### src/rtl/loader_pkg.sv
// Shared definitions for the UART instruction-memory loader.
//   state_e   : loader FSM state encoding
//   byte_slot : maps the arrival index of a byte to its byte lane in a word
package loader_pkg;

    typedef enum logic [1:0] {
        ST_IDLE    = 2'd0,
        ST_COLLECT = 2'd1,
        ST_DONE    = 2'd2,
        ST_ERROR   = 2'd3
    } state_e;

    localparam int unsigned TERM_RUN_W = 4;

    // Byte lane for the idx-th byte of a word; big-endian fills from the top lane down.
    function automatic int unsigned byte_slot(input int unsigned idx,
                                              input int unsigned nbytes,
                                              input logic        big_endian);
        return big_endian ? (nbytes - 1 - idx) : idx;
    endfunction

endpackage

### src/rtl/idle_timer.sv
// Inter-byte idle timer.
//   clk, resetn : clock and asynchronous active-low reset
//   enable      : count only while a partial word is pending
//   kick        : byte activity, restarts the count
//   expire      : one-cycle pulse, registered, after LIMIT consecutive idle enabled cycles
module idle_timer #(
    parameter int unsigned LIMIT = 1
) (
    input  logic clk,
    input  logic resetn,
    input  logic enable,
    input  logic kick,
    output logic expire
);

    localparam int unsigned CNT_W = (LIMIT > 1) ? $clog2(LIMIT) : 1;

    logic [CNT_W-1:0] cnt_q, cnt_d;
    logic             expire_q, expire_d;

    // Count idle cycles; fire and restart when the LIMIT-th idle cycle is seen.
    always_comb begin
        cnt_d    = cnt_q;
        expire_d = 1'b0;
        if (!enable || kick) begin
            cnt_d = '0;
        end else if (cnt_q == CNT_W'(LIMIT - 1)) begin
            expire_d = 1'b1;
            cnt_d    = '0;
        end else begin
            cnt_d = cnt_q + 1'b1;
        end
    end

    always_ff @(posedge clk or negedge resetn) begin
        if (!resetn) begin
            cnt_q    <= '0;
            expire_q <= 1'b0;
        end else begin
            cnt_q    <= cnt_d;
            expire_q <= expire_d;
        end
    end

    assign expire = expire_q;

endmodule

### src/rtl/uart_imem_loader.sv
// Assembles UART bytes into words and streams them into instruction memory,
// releasing the CPU reset once a run of terminator words has been written.
//   clk, resetn          : clock, asynchronous active-low reset
//   rx_valid/rx_data     : received byte strobe and value
//   rx_break             : BREAK strobe, restarts a running load
//   load_en              : level, arms and holds a load
//   mem_we/addr/wdata    : registered one-cycle memory write
//   word_count           : words written in the current load
//   write_done           : load completed (terminator run seen)
//   load_error           : sticky overflow flag
//   core_resetn          : CPU reset, released only while write_done is high
module uart_imem_loader
    import loader_pkg::*;
#(
    parameter int unsigned        DATA_W      = 32,
    parameter int unsigned        DEPTH       = 256,
    parameter int unsigned        BIG_ENDIAN  = 0,
    parameter logic [DATA_W-1:0]  TERM_WORD   = '1,
    parameter int unsigned        TERM_COUNT  = 2,
    parameter int unsigned        TIMEOUT_CYC = 0,
    localparam int unsigned       ADDR_W      = (DEPTH > 1) ? $clog2(DEPTH) : 1
) (
    input  logic              clk,
    input  logic              resetn,
    input  logic              rx_valid,
    input  logic [7:0]        rx_data,
    input  logic              rx_break,
    input  logic              load_en,
    output logic              mem_we,
    output logic [ADDR_W-1:0] mem_addr,
    output logic [DATA_W-1:0] mem_wdata,
    output logic [ADDR_W:0]   word_count,
    output logic              write_done,
    output logic              load_error,
    output logic              core_resetn
);

    localparam int unsigned NBYTES = DATA_W / 8;
    localparam int unsigned BIDX_W = (NBYTES > 1) ? $clog2(NBYTES) : 1;
    localparam int unsigned CNT_W  = ADDR_W + 1;

    state_e                  state_q, state_d;
    logic [BIDX_W-1:0]       byte_idx_q, byte_idx_d;
    logic [DATA_W-1:0]       word_q, word_d;
    logic                    mem_we_q, mem_we_d;
    logic [ADDR_W-1:0]       mem_addr_q, mem_addr_d;
    logic [DATA_W-1:0]       mem_wdata_q, mem_wdata_d;
    logic [CNT_W-1:0]        word_count_q, word_count_d;
    logic [TERM_RUN_W-1:0]   term_run_q, term_run_d;
    logic                    write_done_q, write_done_d;
    logic                    load_error_q, load_error_d;
    logic                    core_resetn_q, core_resetn_d;

    logic [BIDX_W-1:0]       cur_idx;
    int unsigned             slot;
    logic [DATA_W-1:0]       asm_word;
    logic [TERM_RUN_W-1:0]   term_inc;
    logic                    timer_en, timer_kick, timer_expire;

    // A pending partial word is only timed while collecting.
    assign timer_en   = (state_q == ST_COLLECT) && (byte_idx_q != '0);
    assign timer_kick = rx_valid;

    generate
        if (TIMEOUT_CYC > 0) begin : g_timer
            idle_timer #(
                .LIMIT (TIMEOUT_CYC)
            ) u_idle_timer (
                .clk    (clk),
                .resetn (resetn),
                .enable (timer_en),
                .kick   (timer_kick),
                .expire (timer_expire)
            );
        end else begin : g_no_timer
            logic unused_timer;
            assign timer_expire = 1'b0;
            assign unused_timer = ^{timer_en, timer_kick};
        end
    endgenerate

    // Word assembly; an expiring partial word is dropped so a byte arriving now starts fresh.
    always_comb begin
        cur_idx  = timer_expire ? '0 : byte_idx_q;
        slot     = byte_slot(32'(cur_idx), NBYTES, BIG_ENDIAN != 0);
        asm_word = word_q;
        for (int unsigned b = 0; b < NBYTES; b++) begin
            if (slot == b) begin
                asm_word[8*b +: 8] = rx_data;
            end
        end
        term_inc = term_run_q + 1'b1;
    end

    // Next-state and datapath control.
    always_comb begin
        state_d      = state_q;
        byte_idx_d   = byte_idx_q;
        word_d       = word_q;
        mem_we_d     = 1'b0;
        mem_addr_d   = mem_addr_q;
        mem_wdata_d  = mem_wdata_q;
        word_count_d = word_count_q;
        term_run_d   = term_run_q;

        unique case (state_q)
            ST_IDLE: begin
                if (load_en) begin
                    state_d      = ST_COLLECT;
                    byte_idx_d   = '0;
                    term_run_d   = '0;
                    word_count_d = '0;
                    mem_addr_d   = '0;
                end
            end
            ST_COLLECT: begin
                if (!load_en) begin
                    state_d = ST_IDLE;
                end else if (rx_break) begin
                    byte_idx_d   = '0;
                    term_run_d   = '0;
                    word_count_d = '0;
                    mem_addr_d   = '0;
                end else if (rx_valid) begin
                    word_d = asm_word;
                    if (cur_idx == BIDX_W'(NBYTES - 1)) begin
                        byte_idx_d = '0;
                        // word_count doubles as the next write address.
                        if (word_count_q == CNT_W'(DEPTH)) begin
                            state_d = ST_ERROR;
                        end else begin
                            mem_we_d     = 1'b1;
                            mem_addr_d   = word_count_q[ADDR_W-1:0];
                            mem_wdata_d  = asm_word;
                            word_count_d = word_count_q + 1'b1;
                            if (asm_word == TERM_WORD) begin
                                term_run_d = term_inc;
                                if (term_inc == TERM_RUN_W'(TERM_COUNT)) begin
                                    state_d = ST_DONE;
                                end
                            end else begin
                                term_run_d = '0;
                            end
                        end
                    end else begin
                        byte_idx_d = cur_idx + 1'b1;
                    end
                end else if (timer_expire) begin
                    byte_idx_d = '0;
                end
            end
            ST_DONE, ST_ERROR: begin
                if (!load_en) begin
                    state_d = ST_IDLE;
                end
            end
            default: state_d = ST_IDLE;
        endcase

        write_done_d  = (state_d == ST_DONE);
        core_resetn_d = (state_d == ST_DONE);
        load_error_d  = (state_d == ST_ERROR);
    end

    always_ff @(posedge clk or negedge resetn) begin
        if (!resetn) begin
            state_q       <= ST_IDLE;
            byte_idx_q    <= '0;
            word_q        <= '0;
            mem_we_q      <= 1'b0;
            mem_addr_q    <= '0;
            mem_wdata_q   <= '0;
            word_count_q  <= '0;
            term_run_q    <= '0;
            write_done_q  <= 1'b0;
            load_error_q  <= 1'b0;
            core_resetn_q <= 1'b0;
        end else begin
            state_q       <= state_d;
            byte_idx_q    <= byte_idx_d;
            word_q        <= word_d;
            mem_we_q      <= mem_we_d;
            mem_addr_q    <= mem_addr_d;
            mem_wdata_q   <= mem_wdata_d;
            word_count_q  <= word_count_d;
            term_run_q    <= term_run_d;
            write_done_q  <= write_done_d;
            load_error_q  <= load_error_d;
            core_resetn_q <= core_resetn_d;
        end
    end

    assign mem_we      = mem_we_q;
    assign mem_addr    = mem_addr_q;
    assign mem_wdata   = mem_wdata_q;
    assign word_count  = word_count_q;
    assign write_done  = write_done_q;
    assign load_error  = load_error_q;
    assign core_resetn = core_resetn_q;

endmodule

### config.mk
export PLATFORM = sky130hd
export DESIGN_NAME = uart_imem_loader
export DESIGN_NICKNAME = d
export VERILOG_FILES = /design/src/rtl/loader_pkg.sv /design/src/rtl/idle_timer.sv /design/src/rtl/uart_imem_loader.sv
export SDC_FILE = /design/constraint.sdc
export NUM_CORES = 1
export LEC_CHECK = 0
export ABC_CLOCK_PERIOD_IN_PS = 2800
export BUFFER_PORTS_ARGS = -buffer_cell sky130_fd_sc_hd__buf_2
export CORE_UTILIZATION = 57
export CTS_CLUSTER_SIZE = 12
export DETAILED_ROUTE_END_ITERATION = 10
export PLACE_DENSITY = 0.8
export SYNTH_ARGS = -nofsm -noshare
export SYNTH_HDL_FRONTEND = slang
export SYNTH_HIERARCHICAL = 1
export SYNTH_SLANG_ARGS = --single-unit
### constraint.sdc
create_clock -name clk -period 2.8 [get_ports clk]
set_input_delay 0.14 -clock clk [delete_from_list [all_inputs] [get_ports clk]]
set_output_delay 0.14 -clock clk [all_outputs]
set_load 0.05 [all_outputs]
Yosys cells after proc, flatten, opt, wreduce, memory -nomap -nowiden
Cells that the tools add are included.
W data, S select, Z words.
{"block": "op_classes", "addsub": 3, "n_eq_ne": 16, "muxes": 48, "bitwise_logic": 2, "reduce_logical": 8}
{"cell": "$mux W8", "count": 10}
{"cell": "$mux W9", "count": 6}
{"cell": "$eq A32 B32 Y1 const B", "count": 1}
{"cell": "$mux W2", "count": 14}
{"cell": "$mux W4", "count": 7}
{"cell": "$pmux W9 S2", "count": 1}
{"cell": "$pmux W8 S2", "count": 1}
{"cell": "$eq A2 B2 Y1 const B", "count": 6}
{"cell": "$reduce_and A6 Y1", "count": 2}
{"cell": "$add A9 B1 Y9 const B", "count": 1}
{"cell": "$eq A9 B9 Y1 const B", "count": 1}
{"cell": "$pmux W4 S2", "count": 1}
{"cell": "$reduce_and A4 Y1", "count": 2}
{"cell": "$mux W1", "count": 6}
{"cell": "$ne A3 B3 Y1 const B", "count": 2}
{"cell": "$pmux W2 S3", "count": 1}
{"cell": "$add A4 B1 Y4 const B", "count": 1}
{"cell": "$eq A2 B1 Y1 const B", "count": 2}
{"cell": "$eq A4 B2 Y1 const B", "count": 1}
{"cell": "$logic_not A2 Y1", "count": 2}
{"cell": "$ne A2 B2 Y1 const B", "count": 2}
{"cell": "$pmux W2 S2", "count": 1}
{"cell": "$ne A3 B2 Y1 const B", "count": 1}
{"cell": "$add A2 B1 Y2 const B", "count": 1}
{"cell": "3 further kinds", "count": 4}
{"block": "word_totals", "ff_bits": 92, "in_bits": 13, "out_inout_bits": 53}

Longest topological paths before layout
{"block": "depth", "depth_word": 11, "ltp_mapped": 9, "depth_no_buf": 7}

Least setup slack after synthesis
Ideal clock, no wire load.
{"block": "synth_timing", "path_type": "reg-to-reg", "start": "reg word_count_q[0], in the netlist word_count[0]", "end": "reg state_q[0]", "setup_time_ns": 0.126, "arrival_time_ns": 1.999, "t_required_ns": 2.674, "setup_slack_ns": 0.675, "path_stages_with_launch": 6, "path_buffers": 0, "period_less_slack_ns": 2.125, "cell_sequence": "dfrtp_1 inv_1 ha_1 and4_4 or4_1 o311a_1"}
{"block": "synth_between", "elab_chain_cells": 7}
{"item": "from (decl)", "line_no": "uart_imem_loader.sv:48", "rtl": "logic [CNT_W-1:0] word_count_q, word_count_d;"}
{"item": "from (signal assigned)", "line_no": "uart_imem_loader.sv:185", "rtl": "word_count_q <= word_count_d;"}
{"item": "$eq A9 B9 Y1", "line_no": "uart_imem_loader.sv:129", "rtl": "if (word_count_q == CNT_W'(DEPTH)) begin"}
{"item": "$mux W2", "line_no": "uart_imem_loader.sv:129"}
{"item": "$mux W2", "line_no": "uart_imem_loader.sv:126", "rtl": "if (cur_idx == BIDX_W'(NBYTES - 1)) begin"}
{"item": "$mux W2", "line_no": "uart_imem_loader.sv:124", "rtl": "end else if (rx_valid) begin"}
{"item": "$mux W2", "line_no": "uart_imem_loader.sv:119", "rtl": "end else if (rx_break) begin"}
{"item": "$mux W2", "line_no": "uart_imem_loader.sv:117", "rtl": "if (!load_en) begin"}
{"item": "$pmux W2 S3", "line_no": "uart_imem_loader.sv:106", "rtl": "unique case (state_q)"}
{"item": "net state_d[0]", "line_no": "uart_imem_loader.sv:42", "rtl": "state_e state_q, state_d;"}
{"item": "to (signal assigned)", "line_no": "uart_imem_loader.sv:179", "rtl": "state_q <= state_d;"}
{"item": "to (decl)", "line_no": "uart_imem_loader.sv:42"}
The timed path passes the listed nets, and every way through them passes these cells.
A chain may end at the register's enable or synchronous reset.

Worst setup path in the final report
{"block": "layout_timing", "start": "reg byte_idx_q[0]", "end": "reg term_run_q[2]"}
{"block": "layout_between", "elab_chain_cells": 10, "word_cells_on_any_way": 18, "classes_between": "eq/ne (5); mux (11); reduce/logical (2)"}
{"item": "from (decl)", "line_no": "uart_imem_loader.sv:43", "rtl": "logic [BIDX_W-1:0] byte_idx_q, byte_idx_d;"}
{"item": "from (signal assigned)", "line_no": "uart_imem_loader.sv:180", "rtl": "byte_idx_q <= byte_idx_d;"}
{"item": "$eq A2 B1 Y1, or another cell as far along", "line_no": "uart_imem_loader.sv:88", "rtl": "if (slot == b) begin"}
{"item": "$mux W8", "line_no": "uart_imem_loader.sv:88"}
{"item": "$eq A32 B32 Y1", "line_no": "uart_imem_loader.sv:136", "rtl": "if (asm_word == TERM_WORD) begin"}
{"item": "$mux W4", "line_no": "uart_imem_loader.sv:136"}
{"item": "$mux W4", "line_no": "uart_imem_loader.sv:129"}
{"item": "$mux W4", "line_no": "uart_imem_loader.sv:126"}
{"item": "$mux W4", "line_no": "uart_imem_loader.sv:124"}
{"item": "$mux W4", "line_no": "uart_imem_loader.sv:119"}
{"item": "$mux W4", "line_no": "uart_imem_loader.sv:117"}
{"item": "$pmux W4 S2", "line_no": "uart_imem_loader.sv:106"}
{"item": "to (signal assigned)", "line_no": "uart_imem_loader.sv:186", "rtl": "term_run_q <= term_run_d;"}
{"item": "to (decl)", "line_no": "uart_imem_loader.sv:49", "rtl": "logic [TERM_RUN_W-1:0] term_run_q, term_run_d;"}
Several ways; a longest one is shown, not always the timed one. The select of a mux whose other input is x is not followed.

==> reports/summary.txt <==
status: finished, violations left
failing checks: negative hold slack
RSZ-0062 raised after global routing: false
clock latency on the worst-skew pair: 0.35 ns
sequential cell area: 0.00230 sq mm
Synth top area share: 0.533
WL/cell: 16.4 microns
crit-path max FO: 27
endpoints failing setup: 0
DRT iter0 DRCs: 295
DRT Pass-1 Iters: 4
Initial Utilization: 0.592
IO Pins: 66
Die Height: 89.1 microns
Post-CTS Setup Inserts: 0
reg2reg setup slack: 0.37 ns
worst clock skew: 0.0108 ns
P per Cell Area: 510 mW/mm^2
first-pass GRT wire length: 14500 microns
Seq/Total Area, Yosys: 0.533
switching pwr: 626 uW
via count: 3171
Final Cycle Share: 0.869
final core utilization: 0.664
Worst VDD drop: 224 uV
Core ar.: 0.00729 sq mm
Sw Share: 0.254
Worst path depth: 6
CTS tree: built
cells after synthesis: 398
ys flop type: dfrtp_1
Critical-path top delay cell: a2111oi_0
Setup crit end kind: flip-flop
delay-heaviest family, CP: simple AND/OR/NAND/NOR gates
most frequent cells in the layout: 92 x dfrtp_1, 88 x nand2_1, 64 x buf_2, 30 x o21ai_0
Combinational Power Share: 0.082
R2R cell count: 6
clock sinks: 92
clock buffer depth: 2
met3 Use GR: 0.0499
relative slew slack: 0.237
vias in the first global route: 2842
IO Port Bufs: 65
MaxCap Viol Count: 0
LEAKAGE: 0.00243 uW
final hold viol count: 1
GR peak layer: met2
Net count, final: 473
CP Class: reg2reg
layout cells sized above 1: 0.258
crit path buf inv count: 0
Worst Setup EP: term_run_q[2]
CP Launch Type: flip-flop
Synth area leader: dfrtp_1
type of the worst min-delay path: in2async
largest net degree at the start of global routing: 93
Routed WL: 9140 microns
CTS Root Cell: clkbuf_8
syn_area_per_cell: 10.9 sq um
Worst-path clk slew: 0.09 ns
syn_nets: 419
Max Slew Vio Count: 0
r2r endpoint: term_run_q[2]
Async S/R FF share, synth: 1.00
Die Area: 0.00793 sq mm
Filler Cells Inserted: 585
synthesis-to-finish area growth: 12.1%
Yosys Warn Count: 6
initial antenna violation count: 0
# diodes: 0
CP cell instances: ha_1, nand2_2, nor3b_4, nand2b_2, a2111oi_0, a21o_1
Worst-Margin Slew: 1.14 ns
share of power burned in the clock network: 0.340
CP peak stage delay: 0.53 ns
grt total ovfl: 0
routing usage on met1: 0.349
grt met2 use: 0.377
hold_buf cts: 0
Inserted Clock Buffers: 9
minimum clock period: 2.43 ns
row count: 31
GP Congestion: 0.851
die width: 89.1 microns
Multi-input gate area: 0.00185 sq mm
commonest non-fill, non-tap cell in the layout: dfrtp_1
largest cells by area after synthesis: dfrtp_1 53%, nand2_1 7.6%, mux2_2 6.5%
fmax: 411 MHz
Seq pwr share: 0.578
worst r2r src: byte_idx_q[0]
final hold slack: -0.00141 ns
post-synthesis cell area: 0.00432 sq mm
Critical Path RT: 3.09 ns
EDFF count, synth: 0
setup TNS: 0 ns
DR vias/cell: 5.70
Unique masters post-synth: 51
antenna-violating nets left: 0
Synth Register Bits: 92
P_int: 1840 uW
# DRC: 0
Total GRT Usage: 0.243
Worst Setup SP: byte_idx_q[0]
WP data arrival: 2.73 ns
post_cts resized: 0
CTS HTree Levels: 3
dpl hpwl: 6160 microns
==> metrics by stage <==
step / worst slack [ns] / std cells / instance area, sq um / total power (uW) / hold slack (ns)
2_1_floorplan: 0.675 / 398 / 4320 / 1580 / -0.156
3_3_place_gp: 0.523 / 540 / 4660 / 1640 / 0.413
3_5_place_dp: 0.430 / 540 / 4660 / 1650 / 0.422
4_1_cts: 0.423 / 556 / 4840 / 2480 / 0.0414
5_1_grt: 0.178 / 556 / 4840 / 2570 / 0.0392
6_report: 0.367 / 556 / 4840 / 2470 / -0.00141
==> how the worst min path moves through the flow <==
stage	end	slack [ns]	cells past startpoint
finish	mem_wdata[26]	-0.001	1
floorplan	byte_idx_q[0]	-0.16	0
detailed placement	load_error	0.42	3
global placement	state_q[0]	0.41	2
global route	state_q[0]	0.04	2
CTS	mem_we	0.04	1
==> synth_stat cells, types with 2 or more instances <==
master / count
buf_4: 4
and4b_1: 3
nand2b_1: 7
and2_1: 2
nor3_1: 4
o2111ai_1: 4
inv_1: 6
buf_2: 14
mux2i_1: 25
mux2_2: 25
or3_1: 2
and4_1: 4
dfrtp_1: 92
and3_1: 2
nor2_1: 12
nand4_1: 7
o21ai_0: 30
buf_6: 3
ha_1: 8
a22o_1: 12
nand3_1: 5
xor2_1: 6
nand2_1: 88
or4_1: 3
nand3b_1: 4
==> per-layer routing <==
metal / vias to the layer above / wire (microns) / share of wire
met2: 107 / 4300 / 0.47
met5: - / 0 / 0
met1: 1564 / 4230 / 0.46
li1: 1494 / - / -
met4: 0 / 74 / 0.0081
met3: 6 / 530 / 0.058
==> area by class of cell <==
class                           count  share of cell area
Clock inverter                      4             0.00672
Clock buffer                       12              0.0320
Timing Repair Buffer               67              0.0734
Multi-Input combinational cell    275               0.381
Sequential cell                    92               0.475
Tap cell                           99              0.0256
Inverter                            7             0.00594
==> logic make-up after synthesis <==
group,after synthesis,synth area share
flops,92,0.533
xor+xnor,7,0.0142
fa+ha+maj,8,0.0232
buf+inv,31,0.0405
compound gates,60,0.0959
simple gates,149,0.168
mux,51,0.126
==> power groups by stage <==
stage                     logic, uW  registers [uW]  clock network [uW]
after global placement          196            1450                   0
after CTS                       203            1430                 855
after detailed placement        202            1450                   0
final                           201            1430                 840
after global routing            222            1440                 914
after floorplan                 130            1450                   0
==> sequential cells by signal (all words and copies together) (netlist names) <==
register	cells
core_resetn	1
word_q	32
mem_we	1
word_count	9
load_error	1
byte_idx_q	2
mem_wdata	32
term_run_q	4
mem_addr	8
state_q	2
==> worst reg2reg max path: stages, from the launching register on <==
cell and delay, ns:
dfrtp_1 0.43, ha_1 0.34, nand2_2 0.14, nor3b_4 0.39, nand2b_2 0.41, a2111oi_0 0.53, a21o_1 0.14
No activity file was read; power rests on OpenSTA's default activity.
